## config.mk

```make
export PLATFORM = sky130hd
export DESIGN_NAME = hamming_encoder_64bit
export DESIGN_NICKNAME = d
export VERILOG_FILES = /design/src/rtl/hamming_pkg.sv /design/src/rtl/hamming_parity_gen.sv /design/src/rtl/hamming_encoder_64bit.sv
export SDC_FILE = /design/constraint.sdc
export NUM_CORES = 1
export LEC_CHECK = 0
export CORE_MARGIN = 2
export CORE_UTILIZATION = 45
export DETAILED_ROUTE_END_ITERATION = 8
export GPL_ROUTABILITY_DRIVEN = 0
export GPL_TIMING_DRIVEN = 0
export HOLD_SLACK_MARGIN = 0.06
export PLACE_DENSITY = 0.84
export RECOVER_POWER = 50
export SLEW_MARGIN = 20
export SYNTH_ARGS = -nofsm -noshare
export SYNTH_HDL_FRONTEND = slang
export SYNTH_SLANG_ARGS = --single-unit
```

## constraint.sdc

```tcl
create_clock -name clk -period 1.8 [get_ports clk]
set_input_delay 0.18 -clock clk [delete_from_list [all_inputs] [get_ports clk]]
set_output_delay 0.18 -clock clk [all_outputs]
set_load 0.05 [all_outputs]
```

## src/rtl/hamming_pkg.sv

```systemverilog
// Shared definitions for the 64-bit SEC Hamming encoder/decoder pair.
// Codeword positions are numbered 1..71. Bit k of a codeword vector holds position k+1.
// Parity p_j sits at position 2^j. Data bits fill the remaining positions in ascending order.
package hamming_pkg;

    localparam int DATA_W = 64;
    localparam int CODE_W = DATA_W + 7;
    localparam int PAR_W  = 7;

    // Returns the codeword position (1-based) that holds data bit idx.
    function automatic int data_pos(input int idx);
        int cnt;
        int pos;
        cnt = 0;
        pos = 0;
        for (int p = 1; p <= CODE_W; p++) begin
            if ((p & (p - 1)) != 0) begin
                if (cnt == idx && pos == 0) pos = p;
                cnt++;
            end
        end
        return pos;
    endfunction

    // Coverage mask for parity group j: every position whose index has bit j set.
    // The group includes the parity slot 2^j itself. The decoder can therefore XOR a
    // received word directly into a syndrome bit. The encoder zeroes the parity slots
    // beforehand, so the same mask yields the parity value.
    function automatic logic [CODE_W-1:0] par_mask(input int j);
        logic [CODE_W-1:0] m;
        m = '0;
        for (int p = 1; p <= CODE_W; p++) begin
            if (((p >> j) & 1) != 0) m[p-1] = 1'b1;
        end
        return m;
    endfunction

    localparam logic [CODE_W-1:0] PAR_MASK [PAR_W] = '{
        par_mask(0), par_mask(1), par_mask(2), par_mask(3),
        par_mask(4), par_mask(5), par_mask(6)
    };

endpackage

```

## src/rtl/hamming_parity_gen.sv

```systemverilog
// Combinational parity/syndrome generator over a 71-bit codeword vector.
// With the parity slots zeroed, the outputs are the parity bits.
// With a received codeword, the outputs are the syndrome.
module hamming_parity_gen
    import hamming_pkg::*;
(
    input  logic [CODE_W-1:0] vec,
    output logic [PAR_W-1:0]  parity
);

    // Reduce each coverage group to one even-parity bit.
    always_comb begin
        parity = '0;
        for (int j = 0; j < PAR_W; j++) begin
            parity[j] = ^(vec & PAR_MASK[j]);
        end
    end

endmodule

```

## src/rtl/hamming_encoder_64bit.sv

```systemverilog
// Two-stage pipelined SEC Hamming encoder, 64 data bits to a 71-bit codeword.
// Stage 1 scatters data into codeword positions. Stage 2 inserts the parity bits.
// A single advance signal moves both stages together, so at most two words are in flight.
// Optional macro HAMMING_ERR_INJECT_EN adds err_inject/err_pos for flipping one codeword
// position, which lets a bench exercise the downstream decoder.
module hamming_encoder_64bit
    import hamming_pkg::*;
#(
    parameter int CNT_W = 16
) (
    input  logic              clk,
    input  logic              rst,
`ifdef HAMMING_ERR_INJECT_EN
    input  logic              err_inject,
    input  logic [6:0]        err_pos,
`endif
    input  logic              enable,
    input  logic              in_valid,
    input  logic [DATA_W-1:0] data_in,
    output logic              in_ready,
    output logic              out_valid,
    output logic [CODE_W-1:0] encoded_out,
    input  logic              out_ready,
    output logic [CNT_W-1:0]  word_count
);

    logic              adv;
    logic              accept;
    logic [CODE_W-1:0] scatter;
    logic [CODE_W-1:0] s1_vec;
    logic              s1_valid;
    logic [PAR_W-1:0]  parity;
    logic [CODE_W-1:0] code_clean;
    logic [CODE_W-1:0] code_next;

    assign adv      = !out_valid || out_ready;
    assign in_ready = adv && enable;
    assign accept   = in_valid && in_ready;

    for (genvar i = 0; i < DATA_W; i++) begin : g_data
        assign scatter[data_pos(i)-1] = data_in[i];
    end

    for (genvar j = 0; j < PAR_W; j++) begin : g_pslot
        assign scatter[(1 << j) - 1] = 1'b0;
    end

`ifdef HAMMING_ERR_INJECT_EN
    logic              s1_err;
    logic [6:0]        s1_pos;
    logic [CODE_W-1:0] flip_mask;

    // Error request travels with its word through stage 1.
    always_ff @(posedge clk) begin
        if (rst) begin
            s1_err <= 1'b0;
            s1_pos <= '0;
        end else if (adv) begin
            s1_err <= accept && err_inject;
            s1_pos <= err_pos;
        end
    end

    // One-hot flip on a legal position; 0 and 72..127 leave the codeword clean.
    always_comb begin
        flip_mask = '0;
        if (s1_err && s1_pos != 7'd0 && s1_pos <= 7'(CODE_W)) begin
            flip_mask[s1_pos - 7'd1] = 1'b1;
        end
    end

    assign code_next = code_clean ^ flip_mask;
`else
    assign code_next = code_clean;
`endif

    // Stage 1: capture the scattered word, or a bubble when nothing is accepted.
    always_ff @(posedge clk) begin
        if (rst) begin
            s1_valid <= 1'b0;
            s1_vec   <= '0;
        end else if (adv) begin
            s1_valid <= accept;
            s1_vec   <= scatter;
        end
    end

    hamming_parity_gen u_parity (
        .vec    (s1_vec),
        .parity (parity)
    );

    // Drop the computed parity bits into their power-of-two slots.
    always_comb begin
        code_clean = s1_vec;
        for (int j = 0; j < PAR_W; j++) begin
            code_clean[(1 << j) - 1] = parity[j];
        end
    end

    // Stage 2: output register, held while the consumer stalls.
    always_ff @(posedge clk) begin
        if (rst) begin
            out_valid   <= 1'b0;
            encoded_out <= '0;
        end else if (adv) begin
            out_valid   <= s1_valid;
            encoded_out <= code_next;
        end
    end

    // Count delivered codewords; wraps naturally at all-ones.
    always_ff @(posedge clk) begin
        if (rst) begin
            word_count <= '0;
        end else if (out_valid && out_ready) begin
            word_count <= word_count + 1'b1;
        end
    end

endmodule
```

==> results.md, run 1 <==
* Area occupied by registers at 0.00312 sq mm
* Post-synth cell types at 27
* Num rows at 43
* Top cells by count, synth: nand2_1 (276), dfxtp_1 (153), a21oi_1 (137), xnor2_1 (95), clkbuf_1 (40)
* Hold WC Path Type: input pin to flop
* Final net count at 1042
* Ranking of synthesized cells by area: dfxtp_1 (47%), nand2_1 (16%), xnor2_1 (13%)
* Hold bufs inserted after CTS at 0
* DRC at 0
* WS Path Type: flop to flop
* Violated checks: negative setup slack
* Area after DPL at 0.00827 sq mm
* Dpl ws at -492 ps
* Initial antenna violation count at 0
* Largest area contributor in the netlist: dfxtp_1
* Max Cap Viol at 0
* Via count at 5852
* DRT Wirelength at 17900 microns
* Number of H-tree levels at 4
* WP data arrival at 2170 ps
* Die area at 0.0153 sq mm
* Fraction of layout cells with a size suffix above 1 at 12.6%
* Synthesized cell area at 0.00645 sq mm
* Max clock buf depth at 2
* Min Tclk post-route at 1860 ps
* Total number of yosys warnings at 0
* Layout Cells excl Fill at 1162
* Routed Antenna Nets at 0
* Worst-path maximum fanout at 4
* Core Util, Final at 65.4%
* Tot GR Track Use at 23.3%
* Number of synthesized flops with an enable pin at 0
* Iteration-0 DRC Markers at 317
* Vias per inst at 5.04
* Top_reg_cell synth: dfxtp_1
* CP most frequent cell: xnor2_1
* First-pass GRT wire length at 27200 microns
* Power per cell area at 1090 mW/mm^2
* Post-synthesis mux area share at 0.155%
* CTS root buffer: clkbuf_16
* CP max stage delay at 430 ps
* Largest family of logic cells by synthesized area: simple AND/OR/NAND/NOR gates
* CTS tree: yes
* RSZ-0062 raised after global routing: yes
* Routed WL per cell at 15.4 microns
* Number of synthesized register bits at 153
* Synth Area in Compound Gates at 11.1%
* CP Capture Type: flop
* Fin crit share at 104%
* Cells along the critical path: xor2_1, xnor2_1, xnor2_1, xnor2_1, buf_4, xnor3_1, nand2_1, a21oi_1
* Cell area after layout at 0.00911 sq mm
* Area of the multi-input gates at 0.00346 sq mm
* Synthesized instance count at 789
* Synth Area in Simple Gates at 19.1%
* Lkg Pwr at 3.54 nW
* Syn nets at 859
* Die span in x at 124 microns
* Core box area at 0.0139 sq mm
* Adder-Cell Fraction of Synth Area at 0.194%
* Max stage delay cell, worst path: dfxtp_2
* Die Y-Extent at 124 microns
* Post-synth ARST share at 0%
* Num ports at 158
* Fillers at 1140
* Critical Path Start Type: flop
* Clock Pin Slew Worst Setup and Hold Paths at 60 ps
* Dpl hpwl at 12800 microns
* Fin. max-slew vios at 0
* Inserted Clock Buffers at 17
* Run status: finished with violations
* Top-area cell type share of the netlist area at 47.5%
* VDD IR max at 0.760 mV
* Grt ovf at 0
* Slew @ Worst Pin at 665 ps
* Antenna fix cells at 0
* Area Overhead vs Synth at 41.2%
* Final hold slack at 307 ps
* # clock sinks at 153
* Most common cell in the synthesized netlist: nand2_1
* Pin count of the biggest net entering global routing at 17
* Worst slew margin at 55.9%
* Vias in the first global route at 5484
* Clock latency at the later pin of the worst-skew pair at 420 ps
* Clock skew at 8.27 ps
* Final Setup Violations at 3
* CP required at 2110 ps
* Fmax at 536 MHz
* Starting Density at 46.3%
* Post-Synth XOR/XNOR Area at 18.4%
* DRT Pass-1 Iters at 5
* Hold Vio Cnt, Final at 0
* Final worst setup slack at -64.6 ps
* Placed cell count at 1125
* Syn avg cell area at 8.18 sq um
* Sequential area share after synthesis at 47.5%
* IO buf count at 156
cell type report:
type	instances	share of cell area [%]
multi-input cells	586	38.0
flip-flops and latches	153	34.3
repair buffers	165	16.6
clock buffers	19	4.97
plain buffers	47	2.47
well taps	180	2.47
clock inverters	10	1.14
inverters	2	0.0824
registers in the layout (all words and copies together), names as in the netlist:
signal / flops
encoded_out: 71
out_valid: 1
s1_valid: 1
s1_vec: 64
word_count: 16
stage by stage:
stage / total power (W) / setup TNS (ps)
2_1_floorplan: 0.00560 / 0
6_report: 0.00993 / -116
3_5_place_dp: 0.00631 / -36230
3_3_place_gp: 0.00628 / -35420
5_1_grt: 0.0103 / -743
4_1_cts: 0.00982 / -77.6
where the power goes:
part / internal [W] / switching (W) / total (W)
combinational: 0.00130 / 0.00137 / 0.00267
sequential: 0.00362 / 0.000221 / 0.00384
clock: 0.00207 / 0.00135 / 0.00343
cells by family (layout without fill, tap and decap cells):
group / Yosys count / in the layout
and+or+nand+nor: 315 / 315
DFF: 153 / 153
AOI/OAI and AO/OA: 142 / 142
xor gates and xnor gates: 127 / 127
buffers and inverters: 50 / 243
adders and majority gates: 1 / 1
muxes: 1 / 1
layout by cell type, fill, tap and decap left out, types with 2 or more instances in the layout:
master and instances:
nor3_1 2, xor2_2 3, clkinv_2 7, xor2_1 21
dfxtp_1 112, dlygate4sd2_1 10, nand3_1 4, nor2_1 18
clkbuf_2 3, xnor3_1 5, clkbuf_1 54, buf_6 2
clkdlybuf4s50_1 129, xnor2_4 2, xnor2_1 66, buf_4 10
xor2_4 2, clkbuf_16 17, inv_1 2, nand4_1 5
nand2_1 276, bufinv_16 2, o21ai_0 3, or3_1 3
clkbuf_8 5, dfxtp_4 4, dfxtp_2 37, and3_1 2
a21oi_1 137, xnor2_2 28
timing repair:
| item | CTS | global route |
|---|---|---|
| buffers inserted | 4 | 5 |
| gates resized for setup | 61 | 52 |
| pin swaps | 15 | 14 |
| endpoints found under the setup margin | 24 | 118 |
critical path, delay by kind of cell, from the launching register on:
family / cells / cell delay (ps)
XOR/XNOR: 5 / 1010
flip-flops: 1 / 430
buffers and inverters: 1 / 140
AND/OR/NAND/NOR: 1 / 100
AO/OA/AOI/OAI: 1 / 70
worst paths after layout:
path / endpoint / cells after the start / start / slack (ps)
worst max-delay path: encoded_out[1] / 8 / s1_vec[14] / -60
worst min register to register: encoded_out[65] / 2 / encoded_out[65] / 450
worst max register to register: encoded_out[1] / 8 / s1_vec[14] / -60
worst min-delay path: s1_vec[53] / 3 / data_in[47] / 310
per-layer routing:
layer  GRT usage, %  routed length, microns  up-vias
met5              0                       0        -
met4           8.17                     362        0
met3           5.54                    1100       33
met2           37.0                    8560      197
met1           31.0                    7860     2727
li1               -                       -     2895
Note: power is estimated with default switching activity, not from simulation.
==> run 2: changes to the inputs <==
Settings changed: CORE_UTILIZATION 45 to 46, PLACE_DENSITY 0.84 to 0.82.
Clock period 1.8 ns to 2.19 ns, I/O delays scaled along.
==> results.md, run 2 (same netlist as run 1, synthesis figures left out) <==
* Iteration-0 DRC Markers at 454 (was 317)
* Reg with most FFs: encoded_out (unchanged)
* CP required at 1970 ps (was 2110 ps)
* Hold bufs inserted after CTS at 0 (unchanged)
* Num rows at 43 (unchanged)
* Min Tclk post-route at 2080 ps
* Starting Density at 46.9% (was 46.3%)
* Routed WL per cell at 14.7 microns (was 15.4 microns)
* Power per cell area at 901 mW/mm^2 (was 1090 mW/mm^2)
* Bufs and invs on worst path at 3 (was 1)
* Max clock buf depth at 2 (unchanged)
* Num ports at 158 (unchanged)
* IO buf count at 156 (unchanged)
* Top flop regs: encoded_out: 71 flops, s1_vec: 64 flops, word_count: 16 flops (unchanged)
* Max stage delay cell, worst path: dlygate4sd2_1 (was dfxtp_2)
* Final Setup Violations at 0 (was 3)
* DRC at 0 (unchanged)
* Hold WC Path Type: input pin to flop (unchanged)
* Critical Path Start Type: flop (unchanged)
* Fin. max-slew vios at 0 (unchanged)
* Lkg Pwr at 3.50 nW (was 3.54 nW)
* Area of the multi-input gates at 0.00317 sq mm (was 0.00346 sq mm)
* Vias per inst at 4.98 (was 5.04)
* Die Y-Extent at 122 microns (was 124 microns)
* Clock Pin Slew Worst Setup and Hold Paths at 60 ps (about the same)
* Pin count of the biggest net entering global routing at 17 (unchanged)
* Die span in x at 122 microns (was 124 microns)
* Fin crit share at 94.9%
* CP max stage delay at 520 ps (was 430 ps)
* # clock sinks at 153 (unchanged)
* Die area at 0.0150 sq mm (was 0.0153 sq mm)
* CP Capture Type: output pin (was flop)
* Fraction of layout cells with a size suffix above 1 at 3.79% (was 12.6%)
* Number of H-tree levels at 4 (unchanged)
* Final net count at 1034 (was 1042)
* Max FFs per register at 71 (unchanged)
* Run status: complete, no violations (was finished with violations)
* Routed Antenna Nets at 0 (unchanged)
* WS Path Type: flop to output pin (was flop to flop)
* Worst slew margin at 51.1% (was 55.9%)
* First-pass GRT wire length at 27200 microns (about the same)
* Core box area at 0.0138 sq mm (was 0.0139 sq mm)
* RSZ-0062 raised after global routing: no (was yes)
* Final Power at 0.00794 W (was 0.00993 W)
* Routed met1 length at 7870 microns (was 7860 microns)
* CTS root buffer: clkbuf_16 (unchanged)
* Leading cell type in the layout, fill and taps excluded: nand2_1 (unchanged)
* VDD IR max at 0.526 mV (was 0.760 mV)
* Clock skew at 7.71 ps (was 8.27 ps)
* Max Cap Viol at 0 (unchanged)
* Cells along the critical path: nand2b_1, clkbuf_8, clkbuf_8, and2_1, dlygate4sd2_1 (was xor2_1, xnor2_1, xnor2_1, xnor2_1, buf_4, xnor3_1, nand2_1, a21oi_1)
* Clock latency at the later pin of the worst-skew pair at 420 ps (about the same)
* DR WL met2 at 8000 microns (was 8560 microns)
* Fillers at 1218 (was 1140)
* CTS tree: yes (unchanged)
* DRT Pass-1 Iters at 5 (unchanged)
* Area Overhead vs Synth at 36.5% (was 41.2%)
* WP data arrival at 1860 ps (was 2170 ps)
* Final hold slack at 348 ps (was 307 ps)
* Inserted Clock Buffers at 17 (unchanged)
* Fmax at 481 MHz
* DRT Wirelength at 17000 microns (was 17900 microns)
* Grt ovf at 0 (unchanged)
* DR top layer: met4 (unchanged)
* Dpl hpwl at 12500 microns (was 12800 microns)
* Worst-path maximum fanout at 10 (was 4)
* CP most frequent cell: clkbuf_8 (was xnor2_1)
* Hold Vio Cnt, Final at 0 (unchanged)
* Most frequent cells in the layout: nand2_1 (276), dfxtp_1 (153), a21oi_1 (137) (was nand2_1 (276), a21oi_1 (137), clkdlybuf4s50_1 (129))
* Antenna fix cells at 0 (unchanged)
* Placed cell count at 1125 (unchanged)
* Slew @ Worst Pin at 733 ps (was 665 ps)
* Tot GR Track Use at 23.3% (about the same)
* WL met3 at 808 microns (was 1100 microns)
* Area occupied by registers at 0.00306 sq mm (was 0.00312 sq mm)
* Layout Cells excl Fill at 1157 (was 1162)
* Via count at 5758 (was 5852)
* Vias in the first global route at 5509 (was 5484)
* Initial antenna violation count at 0 (unchanged)
* Critical path's top delay family: buffers and inverters (was XOR/XNOR gates)
==> run 2: cell type report <==
cell class	instances	area share [%]
Multi-Input combinational cell	586	35.9
Clock buffer	20	5.07
Tap cell	180	2.56
Sequential cell	153	34.8
Inverter	2	0.0852
Buffer	48	2.47
Clock inverter	12	1.43
Timing Repair Buffer	156	17.7
==> run 2: power by group <==
part	switching (W)	total, W	internal (W)	leakage [nW]
Sequential	0.000153	0.00312	0.00297	1.26
Clock	0.00115	0.00284	0.00170	0.268
Combinational	0.00107	0.00198	0.000915	1.97
==> run 2: tightest hold or removal path, delay by kind of cell <==
family	cells	cell delay (ps)
buf+inv	1	390
simple gates	1	50
compound gates	1	50
==> run 2: what timing repair did <==
action	in CTS	in global routing
resized for setup	1	1
hold endpoints to repair	0	0
buffers inserted	0	0
endpoints found under the setup margin	1	1
cloned	0	0
==> run 2: stage by stage <==
stage	util, %	cell area [sq um]	setup WS (ps)	setup TNS (ps)
3_3_place_gp	59.8	8240	-182	-182
6_report	64.0	8810	112	0
4_1_cts	64.0	8810	84.6	0
3_5_place_dp	59.8	8240	-176	-176
5_1_grt	64.0	8810	5.67	0
2_1_floorplan	-	6450	214	0
==> run 2: per-layer routing <==
metal / vias to the layer above / track usage [%]
li1: 2874 / -
met3: 28 / 4.60
met2: 151 / 37.9
met4: 0 / 8.62
met1: 2705 / 30.7
met5: - / 0
==> run 2: path summary, 6_finish.rpt <==
check	startpoint	endpoint	slack, ps	cells past startpoint
worst max register to register	s1_vec[30]	encoded_out[3]	190	7
worst min register to register	encoded_out[6]	encoded_out[6]	440	2
worst min-delay path	data_in[50]	s1_vec[56]	350	3
worst max-delay path	out_valid	in_ready	110	5
==> run 3: changes to the inputs <==
Settings changed: GPL_ROUTABILITY_DRIVEN 0 to 1.
==> results of run 3 <==
The final DEF is identical to that of run 2; final timing and power are the same.
